===== src/rtl/mem_port_arbiter.sv =====
// Single-port memory arbiter for loader (LD), datapath (DT) and fetch (IF) requesters.
// Optional grant counters are enabled with the ARB_STATS_EN macro.
module mem_port_arbiter #(
    parameter int DW      = 16,
    parameter int AW      = 8,
    parameter int MEM_LAT = 1
) (
    input  logic          CLK,
    input  logic          RESET,
    input  logic          ld_req,
    input  logic          dt_req,
    input  logic          if_req,
    input  logic          ld_we,
    input  logic          dt_we,
    input  logic [AW-1:0] ld_addr,
    input  logic [AW-1:0] dt_addr,
    input  logic [AW-1:0] if_addr,
    input  logic [DW-1:0] ld_wdata,
    input  logic [DW-1:0] dt_wdata,
    output logic          ld_ack,
    output logic          dt_ack,
    output logic          if_ack,
    output logic [DW-1:0] rdata,
    output logic          mem_en,
    output logic          mem_we,
    output logic [AW-1:0] mem_addr,
    output logic [DW-1:0] mem_wdata,
    input  logic [DW-1:0] mem_rdata,
    output logic          busy,
    output logic [15:0]   ld_grants,
    output logic [15:0]   dt_grants,
    output logic [15:0]   if_grants
);

    typedef enum logic [1:0] {IDLE, ACCESS, WAIT, DONE} state_t;
    typedef enum logic [1:0] {GNT_LD, GNT_DT, GNT_IF} gnt_t;

    localparam logic [2:0] WAIT_INIT = (MEM_LAT > 1) ? 3'(MEM_LAT - 2) : 3'd0;

    state_t        state;
    gnt_t          gid;
    gnt_t          win;
    logic          we_q;
    logic          rr_dt;
    logic [2:0]    cnt;
    logic          grant;
    logic          finish;
    logic          win_we;
    logic [AW-1:0] win_addr;
    logic [DW-1:0] win_wdata;

    assign grant  = (state == IDLE) && (ld_req || dt_req || if_req);
    assign finish = ((state == ACCESS) && (MEM_LAT == 1)) ||
                    ((state == WAIT) && (cnt == 3'd0));

    // LD has strict priority; rr_dt breaks DT/IF ties
    always_comb begin
        win       = GNT_IF;
        win_we    = 1'b0;
        win_addr  = if_addr;
        win_wdata = '0;
        if (ld_req) begin
            win       = GNT_LD;
            win_we    = ld_we;
            win_addr  = ld_addr;
            win_wdata = ld_wdata;
        end else if (dt_req && (!if_req || rr_dt)) begin
            win       = GNT_DT;
            win_we    = dt_we;
            win_addr  = dt_addr;
            win_wdata = dt_wdata;
        end
    end

    always_ff @(posedge CLK or posedge RESET) begin
        if (RESET) begin
            state     <= IDLE;
            gid       <= GNT_LD;
            we_q      <= 1'b0;
            rr_dt     <= 1'b1;
            cnt       <= '0;
            mem_en    <= 1'b0;
            mem_we    <= 1'b0;
            mem_addr  <= '0;
            mem_wdata <= '0;
            rdata     <= '0;
            busy      <= 1'b0;
            ld_ack    <= 1'b0;
            dt_ack    <= 1'b0;
            if_ack    <= 1'b0;
        end else begin
            mem_en <= 1'b0;
            mem_we <= 1'b0;
            ld_ack <= 1'b0;
            dt_ack <= 1'b0;
            if_ack <= 1'b0;
            case (state)
                IDLE: if (grant) begin
                    state     <= ACCESS;
                    gid       <= win;
                    we_q      <= win_we;
                    mem_en    <= 1'b1;
                    mem_we    <= win_we;
                    mem_addr  <= win_addr;
                    mem_wdata <= win_wdata;
                    busy      <= 1'b1;
                    if (win == GNT_DT) rr_dt <= 1'b0;
                    else if (win == GNT_IF) rr_dt <= 1'b1;
                end
                ACCESS: begin
                    cnt   <= WAIT_INIT;
                    state <= WAIT;
                end
                WAIT: if (cnt != 3'd0) cnt <= cnt - 3'd1;
                DONE: begin
                    busy  <= 1'b0;
                    state <= IDLE;
                end
                default: state <= IDLE;
            endcase
            // With MEM_LAT=1 the capture edge is the ACCESS edge itself, so WAIT is skipped
            if (finish) begin
                state  <= DONE;
                ld_ack <= (gid == GNT_LD);
                dt_ack <= (gid == GNT_DT);
                if_ack <= (gid == GNT_IF);
                if (!we_q) rdata <= mem_rdata;
            end
        end
    end

`ifdef ARB_STATS_EN
    logic [15:0] ld_cnt, dt_cnt, if_cnt;

    always_ff @(posedge CLK or posedge RESET) begin
        if (RESET) begin
            ld_cnt <= '0;
            dt_cnt <= '0;
            if_cnt <= '0;
        end else if (grant) begin
            case (win)
                GNT_LD:  if (ld_cnt != '1) ld_cnt <= ld_cnt + 16'd1;
                GNT_DT:  if (dt_cnt != '1) dt_cnt <= dt_cnt + 16'd1;
                default: if (if_cnt != '1) if_cnt <= if_cnt + 16'd1;
            endcase
        end
    end

    assign ld_grants = ld_cnt;
    assign dt_grants = dt_cnt;
    assign if_grants = if_cnt;
`else
    assign ld_grants = '0;
    assign dt_grants = '0;
    assign if_grants = '0;
`endif

endmodule

===== config.mk =====
export PLATFORM = sky130hd
export DESIGN_NAME = mem_port_arbiter
export DESIGN_NICKNAME = d
export VERILOG_FILES = /design/src/rtl/mem_port_arbiter.sv
export SDC_FILE = /design/constraint.sdc
export NUM_CORES = 1
export LEC_CHECK = 0
export CORE_ASPECT_RATIO = 0.7
export CORE_UTILIZATION = 67
export CTS_CLUSTER_SIZE = 10
export DETAILED_ROUTE_END_ITERATION = 6
export DONT_BUFFER_PORTS = 1
export HOLD_SLACK_MARGIN = 0.06
export PLACE_DENSITY = 0.8
export SETUP_SLACK_MARGIN = 0.4
export SKIP_CTS_REPAIR_TIMING = 1
export SYNTH_ARGS = -nofsm -noshare
export SYNTH_HDL_FRONTEND = slang
export SYNTH_SLANG_ARGS = --single-unit

===== constraint.sdc =====
create_clock -name CLK -period 2.7 [get_ports CLK]
set_clock_uncertainty 0.05 [all_clocks]
set_input_delay 0.405 -clock CLK [delete_from_list [all_inputs] [get_ports CLK]]
set_output_delay 0.405 -clock CLK [all_outputs]
set_load 0.02 [all_outputs]

Yosys cells after proc, flatten, opt, wreduce, memory -nomap -nowiden. Index checks and enable logic that the tools add are counted.

Add/subtract/negate cells: 1. Equality and inequality tests: 10. Multiplexer cells: 24. Bitwise operators: 1. Reductions and logical operators: 22.

Operators with widths (count): 16-bit two-way mux (2); 8-bit two-way mux (2); 1-bit two-way mux (12); 2-bit AND reduction (5); 2-bit == test, second input constant (4); 2-bit two-way mux (4); 2-bit by 1-bit == test with 1-bit output, second input constant (3); 2-bit one-hot mux with 3 select lines (1); 3-bit one-hot mux with 2 select lines (1); 2-bit nonzero test (3); 2-bit zero test (2); 1-bit logical OR (4); 4-bit nonzero test (1); 1-bit logical AND (3); 3-bit zero test (1); 3-bit two-way mux (1); 3-bit != test, second input constant (1); 3-bit AND reduction (1); 3-bit nonzero test (1); 3-bit by 1-bit subtractor with 3-bit output, second input constant (1); 2-bit by 1-bit != test with 1-bit output, second input constant (1); 2-bit != test, second input constant (1); 1-bit one-hot mux with 2 select lines (1); 1-bit zero test (1); 1-bit inverter (1).

Register bits after elaboration: 55. Output and inout bits: 94. Logic and storage cells: 72.

Logic depth before layout (Yosys ltp).
Word-level depth: 8. Depth in mapped cells: 7. Mapped depth without buffers: 6.

Worst setup path before layout. Ideal clock, no wire load.

Path type: register to register. Start: reg cnt[0]. End: reg rdata[0]. Data arrival time: 1609 ps. Data required time: 2525 ps. Setup slack: 916 ps. Stages on the path, launching flop included: 8. Buffers on the path: 1. Clock period less this slack: 1784 ps. Cell sequence: dfrtp_1 -> inv_1 -> ha_1 -> nor3b_2 -> mux2i_2 -> nor2_4 -> buf_6 -> mux2_4.

Cells in the longest elaborated chain, start to end: 4.

RTL lines: from (decl) (RTL line 45) `logic [2:0] cnt;`; from (signal assigned) (RTL line 114) `WAIT: if (cnt != 3'd0) cnt <= cnt - 3'd1;`; 3-bit zero test (RTL line 54) `((state == WAIT) && (cnt == 3'd0));`; 1-bit logical AND (RTL line 54); 1-bit logical OR (RTL line 53) `assign finish = ((state == ACCESS) && (MEM_LAT == 1)) ||`; 2-bit AND reduction (no source line); to (signal assigned) (RTL line 127) `if (!we_q) rdata <= mem_rdata;`; to (decl) (RTL line 23) `output logic [DW-1:0] rdata,`.

Every way passes these cells. A chain may end at the register's enable or synchronous reset.

Worst setup path in the final report.
Start: reg cnt[0]. End: reg rdata[14].

Same word-level chain as after synthesis.

==> results.txt <==
----------------------------------------------------
[Routing]
  DRC viols ... 0
  Iteration-0 DRC count of the detailed router ... 92
  Vias post-DR ... 1652
  Detailed Route WL ... 5020 µm
  Remaining number of nets flagged by the antenna check after routing ... 0
  WL/cell ... 16.2 µm
  Average vias per placed instance ... 5.33
  First-pass DRT Iterations ... 4

[Global routing]
  Met3 Track Usage GR ... 0.0639
  Global-route met2 utilization ... 0.374
  Overall fraction of global-route tracks in use ... 0.226
  Congestion Overflow GR ... 0
  First-pass GRT wire length ... 7400 µm
  Met1 track demand over resource ... 0.290
  Peak-usage layer in the global routing report ... met2
  Vias in the first global route ... 1488
  Maximum number of pins on one net before global-route repair ... 31
  Initial antenna violation count ... 0

[Clock network]
  Clock Sinks ... 55
  CTS H-Tree Depth ... 2
  Clock slew at reported path FFs ... 90 ps
  Latest clock arrival within the worst-skew pair ... 290 ps
  Clock buffer count from CTS ... 5
  Root buffer selected by CTS ... sky130_fd_sc_hd__clkbuf_8
  Buffer depth of the longest clock path ... 2
  TritonCTS clock tree ... done

[Worst setup path]
  CP Max Fanout ... 6
  Data required time of the critical path ... 2830 ps
  Worst Setup End Kind ... flop
  WP data arrival ... 2070 ps
  Startpoint-to-endpoint class of the critical path ... flop to flop
  Startpoint Class ... flop

[Logic synthesis]
  Async SR Flop Fraction ... 1.00
  Summed instance area of the synthesized netlist ... 2760 µm²
  Number of instances in the synthesized netlist ... 254
  Predominant post-synthesis flop cell ... sky130_fd_sc_hd__dfrtp_1
  Count of synthesis-stage warnings from yosys ... 0
  Sequential cell area fraction in the yosys report ... 0.499
  Top cells by count, synth ... 54 x sky130_fd_sc_hd__dfrtp_1, 48 x sky130_fd_sc_hd__buf_4, 34 x sky130_fd_sc_hd__nand2_1
  Top-count cell post-synth ... sky130_fd_sc_hd__dfrtp_1
  Yosys cell types ... 34
  Cell taking the most area after synthesis ... sky130_fd_sc_hd__dfrtp_1
  Biggest area contributors in the synthesized netlist ... sky130_fd_sc_hd__dfrtp_1 49%, sky130_fd_sc_hd__buf_4 13%, sky130_fd_sc_hd__a22oi_1 6.5%
  Yosys top cell area share ... 0.490
  Number of synthesized register bits ... 55
  Synthesized area divided by synthesized cell count ... 10.9 µm²
  EDFF count, synth ... 0

[Final layout]
  Signed area change from the synthesized netlist to the final layout ... -0.453%
  Ratio of cells with drive above 1 in the final layout ... 0.147
  Area of all placed cells without fillers ... 2750 µm²
  Total Nets Final ... 338
  Diode count ... 0

[Pwr]
  Overall power ... 3.40 mW
  Static Leakage ... 1.37 nW
  Maximum vdd ir drop ... 0.000702 V
  Power density cells ... 1240 nW/µm²

[Worst hold path]
  Class of the most critical hold timing path ... input pin to flop

[Floorplan]
  Die X-Extent ... 78.7 µm
  Initial Util ... 0.704
  Die outline area ... 4380 µm²
  Die outline height ... 55.7 µm
  Total number of placement rows ... 19
  Core Area ... 3920 µm²
  Top-level I/O count ... 173

[STA]
  Worst rel slew slack ... 0.628
  Final hold violation count ... 0
  Setup TNS Final ... 0 ps
  Worst Setup Slack, final ... 763 ps
  Achievable Freq ... 516 MHz
  Min Hold Slack ... 160 ps
  Unrepaired setup endpoints after global routing ... no
  Period Utilization, post-route ... 0.717
  Slew Limit Fails ... 0
  Crit path time final ... 1940 ps
  Setup violators final ... 0
  Worst slew pin tran ... 559 ps

[Place]
  Post-Place Worst Slack ... 579 ps
  Routability-driven placement congestion ratio ... 0.792
  DP Area ... 2620 µm²
  Count of port buffers added during placement ... 0
  Detailed Place HPWL ... 3830 µm

[Status]
  Outcome ... complete, no violations

[Job]
  Number of maximum-capacitance constraint violations ... 0

----------------------------------------------------
[area by class of cell]
type | instances | area, µm²
clock buffer | 6 | 72.6
clock inverter | 2 | 12.5
fill | 293 | 1170
inverter | 7 | 26.3
multi-input combinational | 179 | 1110
sequential | 55 | 1380
tap | 52 | 65.1
timing repair buffer | 9 | 82.6
[logic make-up (layout without fill, tap and decap cells)]
group                    after synthesis  after routing  share of synthesized area
buffers and inverters                 67             24                      0.162
AND/OR/NAND/NOR                       56             56                     0.0947
flip-flops                            55             55                      0.499
AO/OA/AOI/OAI                         47             47                      0.117
multiplexers                          25             25                      0.113
adder cells (fa/ha/maj)                2              2                    0.00906
other                                  1             48                    0.00136
XOR/XNOR                               1              1                    0.00317
[report_power, final]
part / total (mW) / leakage [nW] / switching (mW) / internal, mW
logic: 1.07 / 0.650 / 0.505 / 0.566
clock network: 0.432 / 0.0412 / 0.250 / 0.182
registers: 1.90 / 0.679 / 0.702 / 1.19
total: 3.40 / 1.37 / 1.46 / 1.94
[layout by cell type, fill, tap and decap left out, types with 2 or more instances in the layout]
master,n
sky130_fd_sc_hd__o2bb2ai_1,3
sky130_fd_sc_hd__mux2_2,6
sky130_fd_sc_hd__a22oi_1,24
sky130_fd_sc_hd__nor3_1,5
sky130_fd_sc_hd__a21o_1,2
sky130_fd_sc_hd__a21oi_1,5
sky130_fd_sc_hd__nor2_1,6
sky130_fd_sc_hd__buf_4,7
sky130_fd_sc_hd__dfrtp_1,54
sky130_fd_sc_hd__inv_1,6
sky130_fd_sc_hd__mux2i_1,8
sky130_fd_sc_hd__mux2_4,10
sky130_fd_sc_hd__nand2_1,34
sky130_fd_sc_hd__nand2b_1,2
sky130_fd_sc_hd__ha_1,2
sky130_fd_sc_hd__nor3b_1,2
sky130_fd_sc_hd__clkbuf_8,5
sky130_fd_sc_hd__o21ai_0,10
sky130_fd_sc_hd__conb_1,48
[stage by stage]
stage                      util  cells
after detailed placement  0.667    298
after CTS                 0.689    306
after global routing      0.700    310
after floorplan               -    301
after global placement    0.667    298
final                     0.700    310
[worst max-delay path: stages, from the launching register on]
cell                      delay [ps]
sky130_fd_sc_hd__dfrtp_1         410
sky130_fd_sc_hd__inv_1            90
sky130_fd_sc_hd__ha_1            180
sky130_fd_sc_hd__nor3b_2         230
sky130_fd_sc_hd__mux2i_2         150
sky130_fd_sc_hd__nor2_4          190
sky130_fd_sc_hd__buf_4           200
sky130_fd_sc_hd__mux2_4          310
[final timing paths]
| path | startpoint | slack, ps | end | cells after the start |
|---|---|---|---|---|
| worst max-delay path | cnt[0] | 760 | rdata[14] | 7 |
| worst min-delay path | ld_wdata[1] | 160 | mem_wdata[1] | 2 |
| worst max register to register | cnt[0] | 760 | rdata[14] | 7 |
| worst min register to register | rr_dt | 440 | rr_dt | 2 |
| max in group asynchronous | RESET | 1580 | cnt[2] | 3 |
| min in group asynchronous | RESET | 420 | rdata[12] | 2 |
[state kept, by name (all words and copies together) (netlist names)]
name       count
ld_ack         1
busy           1
rdata         16
mem_we         1
dt_ack         1
we_q           1
cnt            3
if_ack         1
mem_en         1
mem_wdata     16
gid            2
rr_dt          1
mem_addr       8
state          2
[routing by layer]
layer,routed length (µm),share of wire
met4,88,0.018
met5,0,0
met1,2130,0.43
met2,2410,0.48
met3,383,0.076
No activity file was read; power rests on OpenSTA's default activity.
